## config.mk

```make
export PLATFORM = sky130hd
export DESIGN_NAME = tlb_op_ctrl
export DESIGN_NICKNAME = d
export VERILOG_FILES = /design/src/rtl/tlb_op_ctrl.sv
export SDC_FILE = /design/constraint.sdc
export NUM_CORES = 1
export LEC_CHECK = 0
export BUFFER_PORTS_ARGS = -buffer_cell sky130_fd_sc_hd__buf_2
export CORE_AREA = 2 2 137 139
export CTS_CLUSTER_DIAMETER = 200
export DETAILED_ROUTE_END_ITERATION = 10
export DIE_AREA = 0 0 139 141
export GPL_TIMING_DRIVEN = 0
export SYNTH_ARGS = -nofsm -noshare
export SYNTH_HDL_FRONTEND = slang
export SYNTH_SLANG_ARGS = --single-unit
export TNS_END_PERCENT = 5
```

## constraint.sdc

```tcl
create_clock -name clk -period 2 [get_ports clk]
set_input_delay 0.2 -clock clk [delete_from_list [all_inputs] [get_ports clk]]
set_output_delay 0.2 -clock clk [all_outputs]
set_load 0.02 [all_outputs]
```

## src/rtl/tlb_op_ctrl.sv

```systemverilog
// -----------------------------------------------------------------------------
// tlb_op_ctrl
//
// Sequencer for the TLB maintenance instructions TLBSRCH, TLBRD, TLBWR, TLBFILL
// and INVTLB. It sits between the EXE/MEM pipeline and the translation/TLB
// block. It issues the search, write, fill and invalidate strobes, and it
// turns the TLB results into CSR write-backs and a one-cycle completion pulse.
//
// Ports
//   clk, reset            clock; asynchronous active-low reset
//   flush                 pipeline/exception/ertn flush; aborts any op in flight
//   op_valid/op_ready     op handshake; op_type 0..4 = SRCH/RD/WR/FILL/INV
//   inv_op/asid/vpn       INVTLB operands, latched when the op is accepted
//   csr_tlbidx            current TLBIDX value, merged into TLBIDX write-backs
//   tlbserch_en           search request, held until serch_tlb_finish
//   serch_tlb_finish,
//   tlbindex, tlbfound    search result from the TLB
//   r_*                   TLB read port (entry selected by csr_tlbidx index)
//   tlb_wen, tlb_fill_en  write / fill strobes; rand_index is the fill slot
//   tlbinv_en, tlbinv_*   invalidate strobe and its latched operands
//   *_we / *_wdata        CSR write-backs (TLBIDX, TLBEHI, TLBELO0/1, ASID)
//   op_done, op_err       completion pulse; op_err flags an illegal op
// -----------------------------------------------------------------------------
module tlb_op_ctrl #(
  parameter int TLBNUM = 32
) (
  input  logic               clk,
  input  logic               reset,
  input  logic               flush,
  input  logic               op_valid,
  output logic               op_ready,
  input  logic [2:0]         op_type,
  input  logic [4:0]         inv_op,
  input  logic [9:0]         inv_asid,
  input  logic [18:0]        inv_vpn,
  input  logic [31:0]        csr_tlbidx,
  output logic               tlbserch_en,
  input  logic               serch_tlb_finish,
  input  logic [$clog2(TLBNUM)-1:0] tlbindex,
  input  logic               tlbfound,
  input  logic [18:0]        r_vppn,
  input  logic [9:0]         r_asid,
  input  logic               r_g,
  input  logic [5:0]         r_ps,
  input  logic               r_e,
  input  logic               r_v0,
  input  logic               r_d0,
  input  logic [1:0]         r_mat0,
  input  logic [1:0]         r_plv0,
  input  logic [19:0]        r_ppn0,
  input  logic               r_v1,
  input  logic               r_d1,
  input  logic [1:0]         r_mat1,
  input  logic [1:0]         r_plv1,
  input  logic [19:0]        r_ppn1,
  output logic               tlb_wen,
  output logic               tlb_fill_en,
  output logic [$clog2(TLBNUM)-1:0] rand_index,
  output logic               tlbinv_en,
  output logic [4:0]         tlbinv_op,
  output logic [9:0]         tlbinv_asid,
  output logic [18:0]        tlbinv_vpn,
  output logic               tlbidx_we,
  output logic [31:0]        tlbidx_wdata,
  output logic               tlbehi_we,
  output logic [31:0]        tlbehi_wdata,
  output logic               tlbelo0_we,
  output logic [31:0]        tlbelo0_wdata,
  output logic               tlbelo1_we,
  output logic [31:0]        tlbelo1_wdata,
  output logic               asid_we,
  output logic [9:0]         asid_wdata,
  output logic               op_done,
  output logic               op_err
);

  localparam int IDXW = $clog2(TLBNUM);

  localparam logic [2:0] OP_SRCH = 3'd0;
  localparam logic [2:0] OP_RD   = 3'd1;
  localparam logic [2:0] OP_WR   = 3'd2;
  localparam logic [2:0] OP_FILL = 3'd3;
  localparam logic [2:0] OP_INV  = 3'd4;

  // Highest INVTLB op code the TLB understands; anything above is illegal.
  localparam logic [4:0] INV_OP_MAX = 5'd6;

  typedef enum logic [1:0] {
    ST_IDLE = 2'd0,
    ST_SRCH = 2'd1,
    ST_EXEC = 2'd2
  } state_t;

  // Pack a TLBELO word: V[0] D[1] PLV[3:2] MAT[5:4] G[6] PPN[27:8], rest 0.
  function automatic logic [31:0] pack_elo(
    input logic        v,
    input logic        d,
    input logic [1:0]  plv,
    input logic [1:0]  mat,
    input logic        g,
    input logic [19:0] ppn
  );
    pack_elo = {4'b0000, ppn, 1'b0, g, mat, plv, d, v};
  endfunction

  // Replace NE[31] and PS[29:24] of a TLBIDX word, keeping every other bit.
  function automatic logic [31:0] merge_idx_ps(
    input logic [31:0] base,
    input logic        ne,
    input logic [5:0]  ps
  );
    merge_idx_ps = {ne, base[30], ps, base[23:0]};
  endfunction

  // TLBSRCH result: a hit clears NE and loads INDEX, a miss only sets NE.
  function automatic logic [31:0] merge_idx_srch(
    input logic [31:0]     base,
    input logic            found,
    input logic [IDXW-1:0] idx
  );
    if (found) begin
      merge_idx_srch = {1'b0, base[30:IDXW], idx};
    end else begin
      merge_idx_srch = {1'b1, base[30:0]};
    end
  endfunction

  state_t            state_r;
  state_t            state_nx_s;
  logic              accept_s;
  logic              op_ready_s;
  logic [2:0]        op_type_r;
  logic [4:0]        inv_op_r;
  logic [9:0]        inv_asid_r;
  logic [18:0]       inv_vpn_r;
  logic [IDXW-1:0]   rand_cnt_r;
  logic [IDXW-1:0]   rand_index_r;

  logic              tlbserch_en_s;
  logic              tlb_wen_s;
  logic              tlb_fill_en_s;
  logic              tlbinv_en_s;
  logic              tlbidx_we_s;
  logic [31:0]       tlbidx_wdata_s;
  logic              tlbehi_we_s;
  logic [31:0]       tlbehi_wdata_s;
  logic              tlbelo0_we_s;
  logic [31:0]       tlbelo0_wdata_s;
  logic              tlbelo1_we_s;
  logic [31:0]       tlbelo1_wdata_s;
  logic              asid_we_s;
  logic [9:0]        asid_wdata_s;
  logic              op_done_s;
  logic              op_err_s;

  // NE is always regenerated, so the incoming NE bit never reaches an output.
  logic              unused_s;
  assign unused_s = csr_tlbidx[31];

  assign op_ready_s = (state_r == ST_IDLE) & ~flush;
  assign accept_s   = op_valid & op_ready_s;

  // State register; reset lands in IDLE, dropping any in-flight strobe at once.
  always_ff @(posedge clk or negedge reset) begin
    if (!reset) begin
      state_r <= ST_IDLE;
    end else begin
      state_r <= state_nx_s;
    end
  end

  // Capture the op and its INVTLB operands on accept; FILL also snapshots the counter.
  always_ff @(posedge clk or negedge reset) begin
    if (!reset) begin
      op_type_r    <= 3'd0;
      inv_op_r     <= 5'd0;
      inv_asid_r   <= 10'd0;
      inv_vpn_r    <= 19'd0;
      rand_index_r <= '0;
    end else if (accept_s) begin
      op_type_r  <= op_type;
      inv_op_r   <= inv_op;
      inv_asid_r <= inv_asid;
      inv_vpn_r  <= inv_vpn;
      if (op_type == OP_FILL) begin
        rand_index_r <= rand_cnt_r;
      end
    end
  end

  // Free-running fill-slot counter; wraps naturally at TLBNUM.
  always_ff @(posedge clk or negedge reset) begin
    if (!reset) begin
      rand_cnt_r <= '0;
    end else begin
      rand_cnt_r <= rand_cnt_r + IDXW'(1);
    end
  end

  // Next-state logic; flush returns to IDLE from any state.
  always_comb begin
    state_nx_s = state_r;
    if (flush) begin
      state_nx_s = ST_IDLE;
    end else begin
      case (state_r)
        ST_IDLE: begin
          if (accept_s) begin
            state_nx_s = (op_type == OP_SRCH) ? ST_SRCH : ST_EXEC;
          end else begin
            state_nx_s = ST_IDLE;
          end
        end
        ST_SRCH: begin
          if (serch_tlb_finish) begin
            state_nx_s = ST_IDLE;
          end else begin
            state_nx_s = ST_SRCH;
          end
        end
        ST_EXEC: state_nx_s = ST_IDLE;
        default: state_nx_s = ST_IDLE;
      endcase
    end
  end

  // Strobes and write-backs; a flush cycle suppresses every side effect.
  always_comb begin
    tlbserch_en_s   = 1'b0;
    tlb_wen_s       = 1'b0;
    tlb_fill_en_s   = 1'b0;
    tlbinv_en_s     = 1'b0;
    tlbidx_we_s     = 1'b0;
    tlbidx_wdata_s  = 32'd0;
    tlbehi_we_s     = 1'b0;
    tlbehi_wdata_s  = 32'd0;
    tlbelo0_we_s    = 1'b0;
    tlbelo0_wdata_s = 32'd0;
    tlbelo1_we_s    = 1'b0;
    tlbelo1_wdata_s = 32'd0;
    asid_we_s       = 1'b0;
    asid_wdata_s    = 10'd0;
    op_done_s       = 1'b0;
    op_err_s        = 1'b0;
    if (flush) begin
      op_done_s = 1'b0;
    end else begin
      case (state_r)
        ST_SRCH: begin
          // Request stays up through the finish cycle itself.
          tlbserch_en_s = 1'b1;
          if (serch_tlb_finish) begin
            tlbidx_we_s    = 1'b1;
            tlbidx_wdata_s = merge_idx_srch(csr_tlbidx, tlbfound, tlbindex);
            op_done_s      = 1'b1;
          end else begin
            op_done_s = 1'b0;
          end
        end
        ST_EXEC: begin
          op_done_s = 1'b1;
          case (op_type_r)
            OP_RD: begin
              tlbidx_we_s  = 1'b1;
              tlbehi_we_s  = 1'b1;
              tlbelo0_we_s = 1'b1;
              tlbelo1_we_s = 1'b1;
              asid_we_s    = 1'b1;
              if (r_e) begin
                tlbidx_wdata_s  = merge_idx_ps(csr_tlbidx, 1'b0, r_ps);
                tlbehi_wdata_s  = {r_vppn, 13'd0};
                tlbelo0_wdata_s = pack_elo(r_v0, r_d0, r_plv0, r_mat0, r_g, r_ppn0);
                tlbelo1_wdata_s = pack_elo(r_v1, r_d1, r_plv1, r_mat1, r_g, r_ppn1);
                asid_wdata_s    = r_asid;
              end else begin
                // Empty entry: report NE and clear the rest of the entry image.
                tlbidx_wdata_s = merge_idx_ps(csr_tlbidx, 1'b1, 6'd0);
              end
            end
            OP_WR:   tlb_wen_s     = 1'b1;
            OP_FILL: tlb_fill_en_s = 1'b1;
            OP_INV: begin
              if (inv_op_r <= INV_OP_MAX) begin
                tlbinv_en_s = 1'b1;
              end else begin
                op_err_s = 1'b1;
              end
            end
            default: op_err_s = 1'b1;
          endcase
        end
        default: op_done_s = 1'b0;
      endcase
    end
  end

  assign op_ready      = op_ready_s;
  assign tlbserch_en   = tlbserch_en_s;
  assign tlb_wen       = tlb_wen_s;
  assign tlb_fill_en   = tlb_fill_en_s;
  assign rand_index    = rand_index_r;
  assign tlbinv_en     = tlbinv_en_s;
  assign tlbinv_op     = inv_op_r;
  assign tlbinv_asid   = inv_asid_r;
  assign tlbinv_vpn    = inv_vpn_r;
  assign tlbidx_we     = tlbidx_we_s;
  assign tlbidx_wdata  = tlbidx_wdata_s;
  assign tlbehi_we     = tlbehi_we_s;
  assign tlbehi_wdata  = tlbehi_wdata_s;
  assign tlbelo0_we    = tlbelo0_we_s;
  assign tlbelo0_wdata = tlbelo0_wdata_s;
  assign tlbelo1_we    = tlbelo1_we_s;
  assign tlbelo1_wdata = tlbelo1_wdata_s;
  assign asid_we       = asid_we_s;
  assign asid_wdata    = asid_wdata_s;
  assign op_done       = op_done_s;
  assign op_err        = op_err_s;

endmodule
```

==> key figures <==
Synthesis
  – #FFs+latches synth: just under 50
  – Mapped Area: about 3200 um2
  – Ys async rst share: 100.0%
  – Number of enable flip-flop cells after synthesis: 0
  – Mapped Cells: 307
  – Count of different cell masters after synthesis: 33
  – Ys flop type: dfrtp_1
  – Post-Syn Area per Cell: around 10 um2
  – Synth warn: 0
  – Sequential area share after synthesis: roughly two fifths

Clock network
  – Clk root buf: clkbuf_16
  – CTS H-Tree Depth: 2
  – CTS Sinks: 49
  – CTS tree: yes
  – Hold-fix buffers, CTS: 0
  – CTS buffer count: 5
  – Longest Clk Path Bufs: 2
  – Reg clk slew, reported paths: roughly 0.070 ns
  – Clk_lat worst skew: between 0.2 and 0.3 ns

Worst setup path
  – RR Startpoint: state_r[0]
  – Slack of the worst reg-to-reg path: between 0.2 and 0.25 ns
  – Reg2reg end: tlbinv_asid[6]
  – Crit path DAT: 2.00 ns
  – Type of origin of the critical path: register
  – CP Max Fanout: 7
  – Worst Setup SP: state_r[0]
  – Worst endpoint required time: 1.80 ns
  – CP endpoint kind: output pin
  – Worst Setup EP: asid_wdata[6]
  – Register-to-Register Path Depth: 7
  – WS Path Type: register to output pin

Route
  – DRT antenna net count: 0
  – Initial DRT Pass Iterations: 4
  – Residual DRC: 0
  – Vias: 3644
  – Vias per cell: slightly below 4
  – DR WL/cell: 17.34 um
  – Initial drt markers: just under 100
  – Total Wirelength: 15990 um

Run status
  – Status: finished, violations left
  – Failing checks: negative setup slack

Power
  – Sw power: 973.0 uW
  – Cell Int Power: roughly 2.1 mW
  – Combinational power share: 31.5%
  – Peak supply drop: 0.5790 mV
  – Clock share of power: 28.5%
  – Leakage: between 3 and 4 nW
  – Reg power frac: between 40% and 50%
  – Sw frac: a little under a third
  – Power Dens Cells: 483.8 nW/um2

Min path
  – Hold Crit Class: input port to asynchronous set/reset pin

Timing
  – Least-Margin Pin Slew: about 1.1 ns
  – Final Worst Setup Slack: -0.1977 ns
  – Final Critical Period: roughly 2.2 ns
  – Setup_tns: -16.38 ns
  – Skew final: about 0.006 ns
  – RSZ-0062 raised after global routing: true
  – Final hold slack: 0.1397 ns
  – Fin crit share: 109.9%
  – Hold Vio Cnt, Final: 0
  – Relative slew slack: about 24%
  – Final setup viols: between 100 and 150
  – FMAX: ~460 MHz
  – Final Max Tran Viols: 0

GRT
  – Number of global-route vias before repair: between 3000 and 4000
  – Initial antenna violation count: 1
  – Largest net degree at the start of global routing: 50
  – First-pass GRT wire length: ~23000 um
  – Gr usage total: approximately 15%
  – Grt total ovfl: 0

Placement
  – Pre-CTS WS: -0.4156 ns
  – IO buf count: approximately 330
  – Detailed Place HPWL: roughly 13000 um
  – Placed cells: 896
  – RePlAce Congestion: between 0.8 and 0.9

Floorplan
  – Die Y: between 100 and 150 um
  – Row Count: 50
  – # IOs: 358
  – DIE AREA: ~20000 um2
  – Die W: 139 um
  – Core footprint: around 18000 um2
  – Initial core utilization: between 10% and 20%

Final layout
  – Nets: ~860
  – Post-route insts no fill: approximately 920
  – Fillers: around 1900
  – Core Util, Final: a little over a third
  – Share of post-route cells with drive strength above 1: about 79%
  – Area delta synth->final: 103.7%
  – Area of the multi-input gates: 1912 um2
  – Reg area: 1227 um2

Job
  – Number of max-cap violations: 0
[cell usage in the layout, fill, tap and decap left out, drive strengths merged, types with 2 or more instances in the layout]
cell type | netlist | layout
conb | 1 | 23
a32o | 7 | 7
a21oi | 2 | 2
ha | 4 | 4
xnor2 | 2 | 2
nand3 | 4 | 4
nor2b | 4 | 4
and2 | 103 | 103
clkbuf | 11 | 14
mux2 | 42 | 42
buf | 33 | 387
nor3 | 3 | 3
nor3b | 3 | 3
inv | 4 | 4
nor2 | 8 | 8
o22ai | 5 | 5
dfrtp | 49 | 49
nand2 | 13 | 13
[how the worst min path moves through the flow]
stage / to / start / cells after the start / slack, ns
CTS: tlbinv_vpn[1] / inv_vpn[1] / 2 / 0.13
detailed placement: tlbinv_op[4] / inv_op[4] / 2 / 0.44
global route: tlbinv_vpn[0] / inv_vpn[0] / 2 / 0.14
global placement: tlbinv_vpn[10] / inv_vpn[10] / 2 / 0.43
floorplan: op_type_r[0] / reset / 0 / -0.1
finish: rand_cnt_r[0] / reset / 1 / 0.14
[flip-flops by register name, summed over array words and instances, names as in the netlist]
register and count:
rand_index 5, tlbinv_vpn 19, tlbinv_asid 10, tlbinv_op 5
rand_cnt_r 5, state_r 2, op_type_r 3
[logic make-up (layout without fill, tap and decap cells)]
family	count (synthesis)	after routing	share of synthesized area, %
flops	49	49	38.75
other cells	1	24	0.1185
simple gates	144	144	29.97
buf+inv	48	406	9.687
xor+xnor	3	3	0.8305
compound gates	16	16	4.112
mux	42	42	14.95
fa+ha+maj	4	4	1.582
[worst max-delay path, cell delays in order (launching register included)]
cell and delay [ns]:
dfrtp_1 0.39, inv_2 0.08, ha_4 0.15, nand4bb_4 0.15
nor3b_4 0.23, buf_6 0.16, buf_12 0.15, clkbuf_16 0.14
and2_4 0.13, buf_6 0.11
[timing repair]
action,CTS,global route
resized for setup,269,49
setup endpoints to repair,122,120
endpoints found under the hold margin,0,0
setup buffers,7,3
gates cloned,6,1
pin swaps,43,20
[cell type report]
type | instances | share of cell area [%]
Antenna cell | 1 | 0.03882
Tap cell | 234 | 4.542
Inverter | 4 | 0.2329
Buffer | 44 | 6.405
Multi-Input combinational cell | 232 | 29.66
Clock buffer | 7 | 2.368
Timing Repair Buffer | 350 | 37.64
Clock inverter | 1 | 0.07764
Sequential cell | 49 | 19.04
[cells in the mapped netlist, types with 3 or more instances]
library cell	number	area share, %
a32o_1	7	2.2
and2_1	66	13
and2_2	36	8.5
buf_2	3	0.47
buf_4	30	7.1
clkbuf_1	3	0.36
clkbuf_2	8	1.3
dfrtp_1	49	39
ha_1	4	1.6
inv_1	4	0.47
mux2_2	42	15
nand2_1	13	1.5
nand3_1	4	0.63
nor2_1	8	0.95
nor2b_1	4	0.79
o22ai_1	5	0.99
[per-stage QoR]
step | cell area (um2) | total power [mW]
after global routing | 6446 | 3.300
after CTS | 6269 | 3.162
after floorplan | 3247 | 1.774
final | 6446 | 3.118
after global placement | 5206 | 2.182
after detailed placement | 5206 | 2.197
[routing by layer]
layer	global-route usage (%)	wire [um]	part of all wire (%)	up-vias
li1	-	-	-	1717
met1	17.54	6133	38	1721
met2	27.40	8249	52	180
met3	3.227	964	6.0	26
met4	6.167	641	4.0	0
met5	0	0	0	-
[power by group through the flow]
stage	clock (mW)	sequential (mW)	combinational (mW)
floorplan	0	1.45	0.328
global placement	0	1.26	0.926
detailed placement	0	1.26	0.933
CTS	0.939	1.25	0.976
global route	0.977	1.27	1.05
finish	0.889	1.25	0.982
(Power assumes the default switching activity.)
